[src/rtl/fpm_pkg.sv]
// Shared definitions for the binary32 multiplier normalise/round stage.
// Holds the exponent constants, the canonical quiet NaN, the result flag bit
// positions and the stage-1 pipeline word.
package fpm_pkg;

   localparam int unsigned BIAS        = 127;
   localparam int unsigned EXP_MAX     = 255;
   localparam logic [31:0] QNAN        = 32'h7FC0_0000;

   localparam int unsigned FRAC_W      = 23;  // stored fraction, hidden bit dropped
   localparam int unsigned EXP_FIELD_W = 8;   // packed exponent field
   localparam int unsigned SEXP_W      = 12;  // signed working exponent, room for +2

   // out_flags = {overflow, underflow, inexact}
   localparam int unsigned FLAGS_W     = 3;
   localparam int unsigned FLAG_OVF    = 2;
   localparam int unsigned FLAG_UNF    = 1;
   localparam int unsigned FLAG_INX    = 0;

   typedef struct packed {
      logic              sign;
      logic [SEXP_W-1:0] exp;   // two's complement
      logic [FRAC_W-1:0] frac;
      logic              g;
      logic              r;
      logic              s;
      logic              nan;
      logic              inf;
      logic              zero;
   } s1_t;

endpackage

[src/rtl/fpm_round_rne.sv]
// Rounding increment for the normalised fraction.
// With FPM_RNE_ROUND_EN defined it rounds to nearest, ties to even; otherwise
// it truncates (round toward zero). Inexact is reported from G|R|S either way.
// Ports:
//   frac_i    : normalised fraction (hidden bit dropped)
//   g_i/r_i/s_i : guard, round and sticky bits below the fraction lsb
//   frac_o    : rounded fraction
//   carry_o   : rounding carried out of the fraction (exponent must bump)
//   inexact_o : discarded bits were non-zero
module fpm_round_rne
   import fpm_pkg::*;
(
   input  logic [FRAC_W-1:0] frac_i,
   input  logic              g_i,
   input  logic              r_i,
   input  logic              s_i,
   output logic [FRAC_W-1:0] frac_o,
   output logic              carry_o,
   output logic              inexact_o
);

   logic inc;

   always_comb begin
`ifdef FPM_RNE_ROUND_EN
      inc = g_i & (r_i | s_i | frac_i[0]);
`else
      inc = 1'b0;
`endif
      {carry_o, frac_o} = {1'b0, frac_i} + {{FRAC_W{1'b0}}, inc};
      inexact_o         = g_i | r_i | s_i;
   end

endmodule

[src/rtl/fpm_norm_round.sv]
// Normalise / round / pack stage of a pipelined binary32 multiplier, sitting
// behind the 24x24 mantissa multiplier. Two register stages with valid/ready
// flow control; a downstream stall freezes both stages.
// Build option: FPM_RNE_ROUND_EN selects round-to-nearest-even, otherwise the
// stage truncates and saturates overflow to the largest finite value.
// Ports:
//   clk, rst   : clock, asynchronous active-low reset
//   in_valid/in_ready   : upstream handshake
//   in_sign, in_exp     : result sign, biased exponent sum (signed)
//   in_mant             : 2*MANT_W-bit significand product
//   in_nan/in_inf/in_zero : special-case flags resolved upstream
//   out_valid/out_ready : downstream handshake
//   out_result          : packed binary32
//   out_flags           : {overflow, underflow, inexact}
module fpm_norm_round
   import fpm_pkg::*;
#(
   parameter int unsigned MANT_W = 24,
   parameter int unsigned EXP_W  = 10,
   parameter int unsigned BIAS   = fpm_pkg::BIAS
) (
   input  logic                  clk,
   input  logic                  rst,
   input  logic                  in_valid,
   output logic                  in_ready,
   input  logic                  in_sign,
   input  logic [EXP_W-1:0]      in_exp,
   input  logic [2*MANT_W-1:0]   in_mant,
   input  logic                  in_nan,
   input  logic                  in_inf,
   input  logic                  in_zero,
   output logic                  out_valid,
   input  logic                  out_ready,
   output logic [31:0]           out_result,
   output logic [FLAGS_W-1:0]    out_flags
);

   localparam int unsigned ProdW = 2 * MANT_W;
   localparam logic signed [SEXP_W-1:0] ExpLimit = SEXP_W'(2 * BIAS + 1);
   localparam logic signed [SEXP_W-1:0] ExpZero  = '0;
   localparam logic [EXP_FIELD_W-1:0]   ExpInf   = EXP_FIELD_W'(EXP_MAX);
`ifndef FPM_RNE_ROUND_EN
   localparam logic [EXP_FIELD_W-1:0]   ExpSat   = EXP_FIELD_W'(EXP_MAX - 1);
`endif

   logic                     stall;
   s1_t                      s1_d, s1_q;
   logic                     v1_q, v2_q;
   logic [31:0]              result_d, result_q;
   logic [FLAGS_W-1:0]       flags_d, flags_q;

   logic [FRAC_W-1:0]        frac_rnd;
   logic                     carry;
   logic                     inexact;
   logic signed [SEXP_W-1:0] exp_fin;

   assign stall    = v2_q & ~out_ready;
   assign in_ready = ~stall;

   // Stage 1: the product of two 1.x significands lies in [1,4), so at most a
   // one-bit right shift is needed.
   always_comb begin
      s1_d      = '0;
      s1_d.sign = in_sign;
      s1_d.nan  = in_nan;
      s1_d.inf  = in_inf;
      s1_d.zero = in_zero;
      if (in_mant[ProdW-1]) begin
         s1_d.frac = in_mant[ProdW-2 -: FRAC_W];
         s1_d.g    = in_mant[ProdW-2-FRAC_W];
         s1_d.r    = in_mant[ProdW-3-FRAC_W];
         s1_d.s    = |in_mant[ProdW-4-FRAC_W:0];
      end else begin
         s1_d.frac = in_mant[ProdW-3 -: FRAC_W];
         s1_d.g    = in_mant[ProdW-3-FRAC_W];
         s1_d.r    = in_mant[ProdW-4-FRAC_W];
         s1_d.s    = |in_mant[ProdW-5-FRAC_W:0];
      end
      s1_d.exp = SEXP_W'($signed(in_exp)) + SEXP_W'(in_mant[ProdW-1]);
   end

   fpm_round_rne u_round (
      .frac_i    (s1_q.frac),
      .g_i       (s1_q.g),
      .r_i       (s1_q.r),
      .s_i       (s1_q.s),
      .frac_o    (frac_rnd),
      .carry_o   (carry),
      .inexact_o (inexact)
   );

   // Stage 2: apply the rounding carry, range-check and pack. Specials win
   // over the arithmetic result and report no flags.
   always_comb begin
      exp_fin  = s1_q.exp + SEXP_W'(carry);
      result_d = '0;
      flags_d  = '0;
      if (s1_q.nan) begin
         result_d = QNAN;
      end else if (s1_q.inf) begin
         result_d = {s1_q.sign, ExpInf, {FRAC_W{1'b0}}};
      end else if (s1_q.zero) begin
         result_d = {s1_q.sign, 31'b0};
      end else if (exp_fin >= ExpLimit) begin
`ifdef FPM_RNE_ROUND_EN
         result_d = {s1_q.sign, ExpInf, {FRAC_W{1'b0}}};
`else
         result_d = {s1_q.sign, ExpSat, {FRAC_W{1'b1}}};
`endif
         flags_d[FLAG_OVF] = 1'b1;
         flags_d[FLAG_INX] = 1'b1;
      end else if (exp_fin <= ExpZero) begin
         // No subnormal output: flush to signed zero.
         result_d          = {s1_q.sign, 31'b0};
         flags_d[FLAG_UNF] = 1'b1;
         flags_d[FLAG_INX] = 1'b1;
      end else begin
         result_d          = {s1_q.sign, exp_fin[EXP_FIELD_W-1:0], frac_rnd};
         flags_d[FLAG_INX] = inexact;
      end
   end

   always_ff @(posedge clk or negedge rst) begin
      if (!rst) begin
         v1_q     <= 1'b0;
         s1_q     <= '0;
         v2_q     <= 1'b0;
         result_q <= '0;
         flags_q  <= '0;
      end else if (!stall) begin
         v1_q <= in_valid;
         if (in_valid) begin
            s1_q <= s1_d;
         end
         v2_q <= v1_q;
         if (v1_q) begin
            result_q <= result_d;
            flags_q  <= flags_d;
         end
      end
   end

   assign out_valid  = v2_q;
   assign out_result = result_q;
   assign out_flags  = flags_q;

endmodule

[config.mk]
export PLATFORM = sky130hd
export DESIGN_NAME = fpm_norm_round
export DESIGN_NICKNAME = d
export VERILOG_FILES = /design/src/rtl/fpm_pkg.sv /design/src/rtl/fpm_round_rne.sv /design/src/rtl/fpm_norm_round.sv
export SDC_FILE = /design/constraint.sdc
export NUM_CORES = 1
export LEC_CHECK = 0
export BUFFER_PORTS_ARGS = -buffer_cell sky130_fd_sc_hd__buf_2
export CORE_MARGIN = 2
export CORE_UTILIZATION = 53
export CTS_BUF_LIST = sky130_fd_sc_hd__clkbuf_4
export CTS_CLUSTER_DIAMETER = 40
export DETAILED_ROUTE_END_ITERATION = 12
export PLACE_DENSITY = 0.82
export SLEW_MARGIN = 30
export SYNTH_ARGS = -nofsm -noshare
export SYNTH_HDL_FRONTEND = slang
export SYNTH_SLANG_ARGS = --single-unit
[constraint.sdc]
create_clock -name clk -period 1.92 [get_ports clk]
set_clock_uncertainty 0.05 [all_clocks]
set_input_delay 0.096 -clock clk [delete_from_list [all_inputs] [get_ports clk]]
set_output_delay 0.096 -clock clk [all_outputs]
set_load 0.01 [all_outputs]
==> metrics.yaml, run 1 <==
run_status:
  outcome: "finished clean"
timing:
  fmax_ghz: 0.5497
  fin_hold_ws_ns: 0.02595
  fin_crit_sh: 0.9475
  rsz0062_at_grt: "no"
  tightest_slew_ns: 0.4264
  hold_violations: 0
  post-route-min-period_ns: 1.819
  setup_viol: 0
  setup_ws_ns: 0.1009
  slew_headroom: 0.7157
  tns_ns: 0
  drv_slew: 0
critical_path:
  cp-end-kind: "flip-flop"
  crit-reg2reg-capture: "out_result[12]$_DFFE_PN0P_"
  crit_required_ns: 2.14
  r2r_start: "s1_q[33]$_DFFE_PN0P_"
  cp.buffers_inverters: 1
  startpoint_type: "flip-flop"
  cp_slowest_cell: "dfrtp_1"
  critPathKind: "reg -> reg"
  crit_fanout: 22
  cp.arrival_ns: 2.04
  critPathMaxStageDelay_ns: 0.43
  r2r_slack_ns: 0.10
  path_delay_family: "simple AND/OR/NAND/NOR gates"
  reg2regPathDepth: 5
  path_cells: "nor4_1 -> and3_1 -> nor4_4 -> buf_4 -> a221o_1"
global_route:
  overflow: 0
  grt_pass1_vias: 3021
  grt_pass1_wl_microns: 14190
  antenna_found_initial: 0
  grt_max_degree: 71
  grtUsageTotal: 0.2519
clock_tree:
  clockBufferDepth: 2
  cts_setup_buffers: 0
  clkSlewWorstSetupHoldPaths_ns: 0.12
  htreeDepth: 3
  ctsHoldBuffers: 55
  clkSinkCount: 78
  ctsResizeCount: 0
  clk_latency_ns: 0.40
  cts_tree: "done"
  cts_root_buf: "clkbuf_4"
  cts_buffers: 9
yosys:
  ys_async_sr_fraction: 1.000
  syn_nets: 394
  ys_seq_area_frac: 0.5622
  syn_inst: 326
  synth_top_flop_cell: "dfrtp_1"
  synth.ff_latch_count: 78
  netlist-cell-type-count: 36
  yosysWarnings: 0
  synth_area_per_cell_sq_um: 10.65
  synth_area_sq_um: 3472
  synth_edf_count: 0
pwr:
  powerDensity_nw_per_um2: 911.9
  vdd_drop_max_v: 0.0005392
  switching_share: 0.3168
  combPwrFrac: 0.264
  p_seq_frac: 0.519
  clkPwrFrac: 0.217
  switchingPower_mw: 1.362
  power_leakage_nw: 2.315
  p_int_mw: 2.937
place:
  port_buffers: 102
  dp_slack_ns: 0.1777
  gp_congestion: 0.8021
  place_area_sq_um: 4038
  dp_hpwl_microns: 5443
floorplanning:
  start_util: 0.5468
  die-area_sq_um: 7215
  num_rows: 29
  die_h_microns: 84.94
  coreArea_sq_um: 6350
  fp.dieW_microns: 84.94
  io_pins: 103
min_path:
  min_from: "in_exp[7]"
  holdPathStages: 3
  hp-class: "in -> reg"
  hold_end: "s1_q[36]$_DFFE_PN0P_"
route:
  detail_route.wl_per_cell_microns: 15.68
  drc: 0
  vias: 3133
  via_per_inst: 5.605
  drtAntennaViolNets: 0
  first_pass_iters: 4
  drt_iter0_markers: 172
  drt_wl_total_microns: 8765
final_layout:
  postLayoutCoreUtil: 0.7425
  layout_common_cells: "buf_2 (101), dfrtp_1 (78), nand2_1 (61)"
  drive_gt1_frac: 0.2635
  area_growth_pct: 35.78
  antenna_cells: 0
  fin_area_sq_um: 4715
  nNetsFinal: 546
  final_common_cell: "buf_2"
job:
  cap_viol_max_count: 0
-- cells by family (layout without fill, tap and decap cells) --
kind of cell | after synthesis | after routing | share of synthesized area
and+or+nand+nor | 108 | 108 | 0.1463
buffers and inverters | 24 | 180 | 0.03820
AOI/OAI and AO/OA | 81 | 81 | 0.1539
adders and majority gates | 2 | 2 | 0.007206
xor gates and xnor gates | 8 | 8 | 0.02018
DFF | 78 | 78 | 0.5622
muxes | 25 | 25 | 0.07207
-- power groups by stage --
stage,combinational [mW],sequential (mW),clock (mW)
after floorplan,0.496,2.30,0
after global routing,1.25,2.27,1.02
after detailed placement,1.03,2.26,0
final,1.14,2.23,0.932
after CTS,1.12,2.22,0.941
after global placement,0.992,2.24,0
-- how the worst max path moves through the flow --
stage	from	endpoint	slack, ns	cells past startpoint
2_1_floorplan	out_valid$_DFFE_PN0N_	out_result[13]$_DFFE_PN0P_	0.25	8
3_3_place_gp	s1_q[34]$_DFFE_PN0P_	out_result[9]$_DFFE_PN0P_	0.23	5
3_5_place_dp	s1_q[33]$_DFFE_PN0P_	out_result[8]$_DFFE_PN0P_	0.18	5
4_1_cts	s1_q[33]$_DFFE_PN0P_	out_result[4]$_DFFE_PN0P_	0.15	5
5_1_grt	s1_q[33]$_DFFE_PN0P_	out_result[12]$_DFFE_PN0P_	0.06	5
6_report	s1_q[33]$_DFFE_PN0P_	out_result[12]$_DFFE_PN0P_	0.10	5
-- tightest hold or removal path: cells and delay by family --
kind	cells	cell delay, ns
xor gates and xnor gates	1	0.07
AOI/OAI and AO/OA	1	0.17
buffers and inverters	1	0.10
-- cell type report --
| type | instances | area (sq um) |
|---|---|---|
| multi-input combinational | 224 | 1399 |
| timing repair buffer | 163 | 1134 |
| fill | 441 | 1635 |
| sequential | 78 | 1952 |
| tap | 77 | 96.34 |
| inverter | 2 | 7.507 |
| clock buffer | 10 | 75.07 |
| clock inverter | 5 | 51.30 |
-- metal layers --
metal	global-route usage	wire, microns	vias to the layer above	part of all wire
met4	0.1313	310	0	0.035
met1	0.3183	3616	1496	0.41
met2	0.4212	4356	136	0.50
li1	-	-	1476	-
met5	0	0	-	0
met3	0.03794	483	25	0.055
-- per-stage QoR --
stage	cells	total power [mW]
finish	559	4.299
detailed placement	489	3.285
CTS	559	4.287
global placement	489	3.229
floorplan	326	2.800
global route	559	4.542
-- sequential cells by signal (all words and copies together) (netlist names) --
name / count
out_flags: 3
v1_q: 1
out_valid: 1
out_result: 32
s1_q: 41
-- Yosys cell counts (2+ instances only) --
master	n	area, sq um
ha_1	2	25.02
and3_4	2	22.52
dfrtp_1	78	1952
mux2i_1	25	250.2
xnor2_1	3	26.28
o21ai_1	2	10.01
xor2_1	5	43.79
nand3_1	3	15.01
buf_2	4	20.02
buf_6	5	56.30
a221o_1	22	220.2
inv_1	2	7.510
o31ai_1	3	22.52
o21ai_0	42	210.2
nand4_1	4	25.02
a21oi_1	7	35.03
nor4_1	6	37.54
and2_1	2	12.51
nand2_1	62	232.7
clkbuf_1	13	48.80
and4_1	2	17.52
nor2_1	18	67.56
(Power assumes the default switching activity.)
==> run 2: changes to the inputs <==
Settings changed: RECOVER_POWER from default to 100.
==> metrics.yaml, run 2 (synthesized netlist as in run 1, its figures left out) <==
run_status:
  outcome: "finished clean"
global_route:
  antenna_found_initial: 0  # unchanged
  grt_max_degree: 71  # unchanged
  overflow: 0  # unchanged
  grt_pass1_wl_microns: 14190  # unchanged
  grt_pass1_vias: 3021  # unchanged
  grtUsageTotal: 0.2519  # unchanged
pwr:
  p_seq_frac: 0.528  # +0.009
  clkPwrFrac: 0.220  # +0.003
  powerDensity_nw_per_um2: 914.3  # +0.27%
  combPwrFrac: 0.252  # -0.012
  power_leakage_nw: 2.179  # -5.9%
  finalPower_mw: 4.232  # -1.6%
  vdd_drop_max_v: 0.0005283  # -2.0%
  p_int_mw: 2.869  # -2.3%
  switching_share: 0.3219  # +0.005162
  switchingPower_mw: 1.362  # about the same
timing:
  slew_headroom: 0.5080  # -0.2077
  rsz0062_at_grt: "no"
  setup_viol: 0  # unchanged
  drv_slew: 0  # unchanged
  fin_hold_ws_ns: 0.02808  # +0.002129 ns
  tightest_slew_ns: 0.7380  # +0.3115 ns
  hold_violations: 0  # unchanged
  fin_crit_sh: 0.9371  # -0.01039
  tns_ns: 0  # unchanged
  fmax_ghz: 0.5558  # +1.1%
  post-route-min-period_ns: 1.799  # -0.01994 ns
final_layout:
  nNetsFinal: 546  # unchanged
  area_growth_pct: 33.30
  antenna_cells: 0  # unchanged
  drive_gt1_frac: 0.1805  # -0.08299
  layout_common_cells: "dfrtp_1 (78), buf_2 (64), nand2_1 (62)"
  postLayoutCoreUtil: 0.7289  # -0.01360
  regMostFlops: "s1_q"
  final_common_cell: "dfrtp_1"
  fin_area_sq_um: 4628  # -1.8%
  largest_register_ffs: 41  # unchanged
floorplanning:
  die_h_microns: 84.94  # unchanged
  num_rows: 29  # unchanged
  coreArea_sq_um: 6350  # unchanged
  die-area_sq_um: 7215  # unchanged
  start_util: 0.5468  # unchanged
  io_pins: 103  # unchanged
  fp.dieW_microns: 84.94  # unchanged
clock_tree:
  clk_latency_ns: 0.40  # about the same
  clkSinkCount: 78  # unchanged
  ctsResizeCount: 0  # unchanged
  htreeDepth: 3  # unchanged
  ctsHoldBuffers: 55  # unchanged
  cts_root_buf: "clkbuf_4"
  cts_buffers: 9  # unchanged
  cts_tree: "done"
  clockBufferDepth: 2  # unchanged
  clkSlewWorstSetupHoldPaths_ns: 0.12  # about the same
  cts_setup_buffers: 0  # unchanged
route:
  drtAntennaViolNets: 0  # unchanged
  drt_iter0_markers: 190  # +10%
  drc: 0  # unchanged
  via_per_inst: 5.630  # +0.45%
  detail_route.wl_per_cell_microns: 15.74  # +0.39%
  vias: 3147  # +0.45%
  drt_wl_total_microns: 8799  # +0.39%
  first_pass_iters: 4  # unchanged
job:
  cap_viol_max_count: 0  # unchanged
critical_path:
  critPathKind: "reg -> reg"
  crit_required_ns: 2.15  # about the same
  cp-end-kind: "flip-flop"
  cp.arrival_ns: 2.02  # -0.02 ns
  startpoint_type: "flip-flop"
  crit_fanout: 22  # unchanged
place:
  gp_congestion: 0.8021  # unchanged
  dp_hpwl_microns: 5443  # unchanged
  place_area_sq_um: 4038  # unchanged
  port_buffers: 102  # unchanged
min_path:
  hp-class: "in -> reg"
## run 2: final cells by class
type | count | area (sq um)
fillers | 470 | 1722
inverters | 2 | 7.507
repair buffers | 163 | 1069
clock inverters | 5 | 51.30
well taps | 77 | 96.34
multi-input cells | 224 | 1378
flip-flops and latches | 78 | 1952
clock buffers | 10 | 75.07
## run 2: path summary, 6_finish.rpt
path | end | depth (start not counted) | startpoint | slack (ns)
worst max-delay path | out_result[12]$_DFFE_PN0P_ | 5 | s1_q[33]$_DFFE_PN0P_ | 0.12
worst min-delay path | s1_q[36]$_DFFE_PN0P_ | 3 | in_exp[7] | 0.03
worst max register to register | out_result[12]$_DFFE_PN0P_ | 5 | s1_q[33]$_DFFE_PN0P_ | 0.12
worst min register to register | s1_q[9]$_DFFE_PN0P_ | 2 | s1_q[9]$_DFFE_PN0P_ | 0.44
max in group asynchronous | s1_q[20]$_DFFE_PN0P_ | 3 | rst | 0.40
min in group asynchronous | s1_q[10]$_DFFE_PN0P_ | 2 | rst | 0.23
## run 2: per-stage QoR
| step | setup slack (ns) | std cells |
|---|---|---|
| final | 0.1208 | 559 |
| after global routing | 0.07145 | 559 |
| after CTS | 0.1548 | 559 |
| after detailed placement | 0.1777 | 489 |
| after global placement | 0.2300 | 489 |
| after floorplan | 0.2508 | 326 |
## run 2: metal layers
metal	wire length [microns]	vias to the layer above	GRT usage
met2	4355	130	0.4212
met1	3573	1512	0.3183
met4	318	0	0.1313
li1	-	1477	-
met3	550	28	0.03794
met5	0	-	0
## run 2: power groups by stage
stage | clock (mW) | sequential (mW) | combinational, mW
2_1_floorplan | 0 | 2.30 | 0.496
3_3_place_gp | 0 | 2.24 | 0.992
3_5_place_dp | 0 | 2.26 | 1.03
4_1_cts | 0.941 | 2.22 | 1.12
5_1_grt | 1.02 | 2.27 | 1.18
6_report | 0.931 | 2.24 | 1.07
## run 2: worst max-delay path: stages (launching register included)
cell	delay, ns
dfrtp_1	0.43
nor4_1	0.27
and3_1	0.27
nor4_1	0.07
buf_4	0.22
a221o_1	0.35
==> run 3: changes to the inputs <==
Settings changed: CTS_BUF_LIST sky130_fd_sc_hd__clkbuf_4 to sky130_fd_sc_hd__clkbuf_8.
==> metrics.yaml, run 3 (synthesized netlist as in run 1, its figures left out) <==
run_status:
  outcome: "finished clean"
clock_tree:
  ctsResizeCount: 0  # unchanged
  clockBufferDepth: 2  # unchanged
  clkSinkCount: 78  # unchanged
  cts_root_buf: "clkbuf_8"
  htreeDepth: 3  # unchanged
  ctsHoldBuffers: 7  # -87%
  clkSlewWorstSetupHoldPaths_ns: 0.08  # -0.04 ns
  cts_setup_buffers: 0  # unchanged
  cts_buffers: 9  # unchanged
  cts_tree: "done"
  clk_latency_ns: 0.34  # -0.06 ns
critical_path:
  critPathKind: "reg -> reg"
  crit_required_ns: 2.09  # -0.06 ns
  crit-reg2reg-capture: "out_result[4]$_DFFE_PN0P_"
  cp_slowest_cell: "dfrtp_1"
  critPathMaxStageDelay_ns: 0.41  # -0.02 ns
  reg2regPathDepth: 5  # unchanged
  path_cells: "nor4_1 -> and3_1 -> nor4_4 -> buf_4 -> a221o_1"
  r2r_slack_ns: 0.16  # +0.04 ns
  startpoint_type: "flip-flop"
  r2r_start: "s1_q[33]$_DFFE_PN0P_"
  cp.arrival_ns: 1.93  # -0.09 ns
  crit_fanout: 22  # unchanged
  cp-end-kind: "flip-flop"
floorplanning:
  start_util: 0.5468  # unchanged
  num_rows: 29  # unchanged
  coreArea_sq_um: 6350  # unchanged
  io_pins: 103  # unchanged
  die-area_sq_um: 7215  # unchanged
  fp.dieW_microns: 84.94  # unchanged
  die_h_microns: 84.94  # unchanged
pwr:
  power_leakage_nw: 2.005  # -8.0%
  finalPower_mw: 4.373  # +3.3%
  powerDensity_nw_per_um2: 1036  # +13%
  vdd_drop_max_v: 0.0005330  # +0.89%
min_path:
  hold_end: "s1_q[39]$_DFFE_PN0P_"
  holdPathStages: 3  # unchanged
  hp-class: "in -> reg"
  min_from: "in_exp[9]"
route:
  drtAntennaViolNets: 0  # unchanged
  drt_wl_total_microns: 7441  # -15%
  drc: 0  # unchanged
  detail_route.wl_per_cell_microns: 14.56  # -7.5%
  vias: 2827  # -10%
  first_pass_iters: 4  # unchanged
  via_per_inst: 5.532  # -1.7%
  drt_iter0_markers: 161  # -15%
timing:
  tns_ns: 0  # unchanged
  fin_hold_ws_ns: 0.001417  # -0.02666 ns
  post-route-min-period_ns: 1.762  # -0.03696 ns
  fmax_ghz: 0.5675  # +2.1%
  slew_headroom: 0.5183  # +0.01029
  hold_violations: 0  # unchanged
  fin_crit_sh: 0.9178  # -0.01925
  setup_viol: 0  # unchanged
  drv_slew: 0  # unchanged
  rsz0062_at_grt: "no"
  tightest_slew_ns: 0.7225  # -0.01543 ns
final_layout:
  fin_area_sq_um: 4222  # -8.8%
  postLayoutCoreUtil: 0.6648  # -0.06404
  multi_input_area_sq_um: 1385  # +0.55%
  layout_common_cells: "dfrtp_1 (78), buf_2 (64), nand2_1 (62)"
  largest_register_ffs: 41  # unchanged
  drive_gt1_frac: 0.2028  # +0.02227
  n_fill_cell: 538  # +14%
  area_growth_pct: 21.59
  regMostFlops: "s1_q"
  ff_latch_area_sq_um: 1952  # unchanged
  final_common_cell: "dfrtp_1"
  antenna_cells: 0  # unchanged
  nNetsFinal: 498  # -8.8%
place:
  gp_congestion: 0.8021  # unchanged
  place_area_sq_um: 4038  # unchanged
  port_buffers: 102  # unchanged
  dp_hpwl_microns: 5443  # unchanged
global_route:
  grt_pass1_vias: 2689  # -11%
  antenna_found_initial: 0  # unchanged
  overflow: 0  # unchanged
  grtUsageTotal: 0.2148  # -0.03709
  grt_max_degree: 71  # unchanged
  grt_pass1_wl_microns: 12210  # -14%
job:
  cap_viol_max_count: 0  # unchanged
run 3: cell type report:
cell class / instances / area share
multi-input combinational: 224 / 0.3281
clock inverter: 5 / 0.01215
clock buffer: 10 / 0.03260
inverter: 2 / 0.001778
sequential: 78 / 0.4624
timing repair buffer: 115 / 0.1402
tap: 77 / 0.02282
run 3: power breakdown:
group	total [mW]	leakage, nW	internal, mW	switching, mW
combinational	0.960	0.940	0.413	0.548
sequential	2.23	0.965	1.99	0.240
clock	1.18	0.0993	0.620	0.559
total	4.37	2.00	3.03	1.35
run 3: how the worst max path moves through the flow:
stage | startpoint | to | cells past startpoint
4_1_cts | s1_q[33]$_DFFE_PN0P_ | out_result[8]$_DFFE_PN0P_ | 5
6_report | s1_q[33]$_DFFE_PN0P_ | out_result[4]$_DFFE_PN0P_ | 5
3_5_place_dp | s1_q[33]$_DFFE_PN0P_ | out_result[8]$_DFFE_PN0P_ | 5
5_1_grt | out_valid$_DFFE_PN0N_ | out_result[4]$_DFFE_PN0P_ | 5
3_3_place_gp | s1_q[34]$_DFFE_PN0P_ | out_result[9]$_DFFE_PN0P_ | 5
2_1_floorplan | out_valid$_DFFE_PN0N_ | out_result[13]$_DFFE_PN0P_ | 8
run 3: metrics by stage:
stage / std cells / setup WS, ns
2_1_floorplan: 326 / 0.2508
3_3_place_gp: 489 / 0.2300
3_5_place_dp: 489 / 0.1777
4_1_cts: 511 / 0.1686
5_1_grt: 511 / 0.07799
6_report: 511 / 0.1578
run 3: routing by layer:
metal	wire length [microns]	track usage
met5	0	0
met4	155	0.09235
met3	368	0.03599
met2	3647	0.3523
met1	3271	0.2842
run 3: worst max-delay path: cells and delay by family (launching register included):
family,cells,cell delay (ns)
flops,1,0.41
compound gates,1,0.32
buf+inv,1,0.22
simple gates,3,0.64
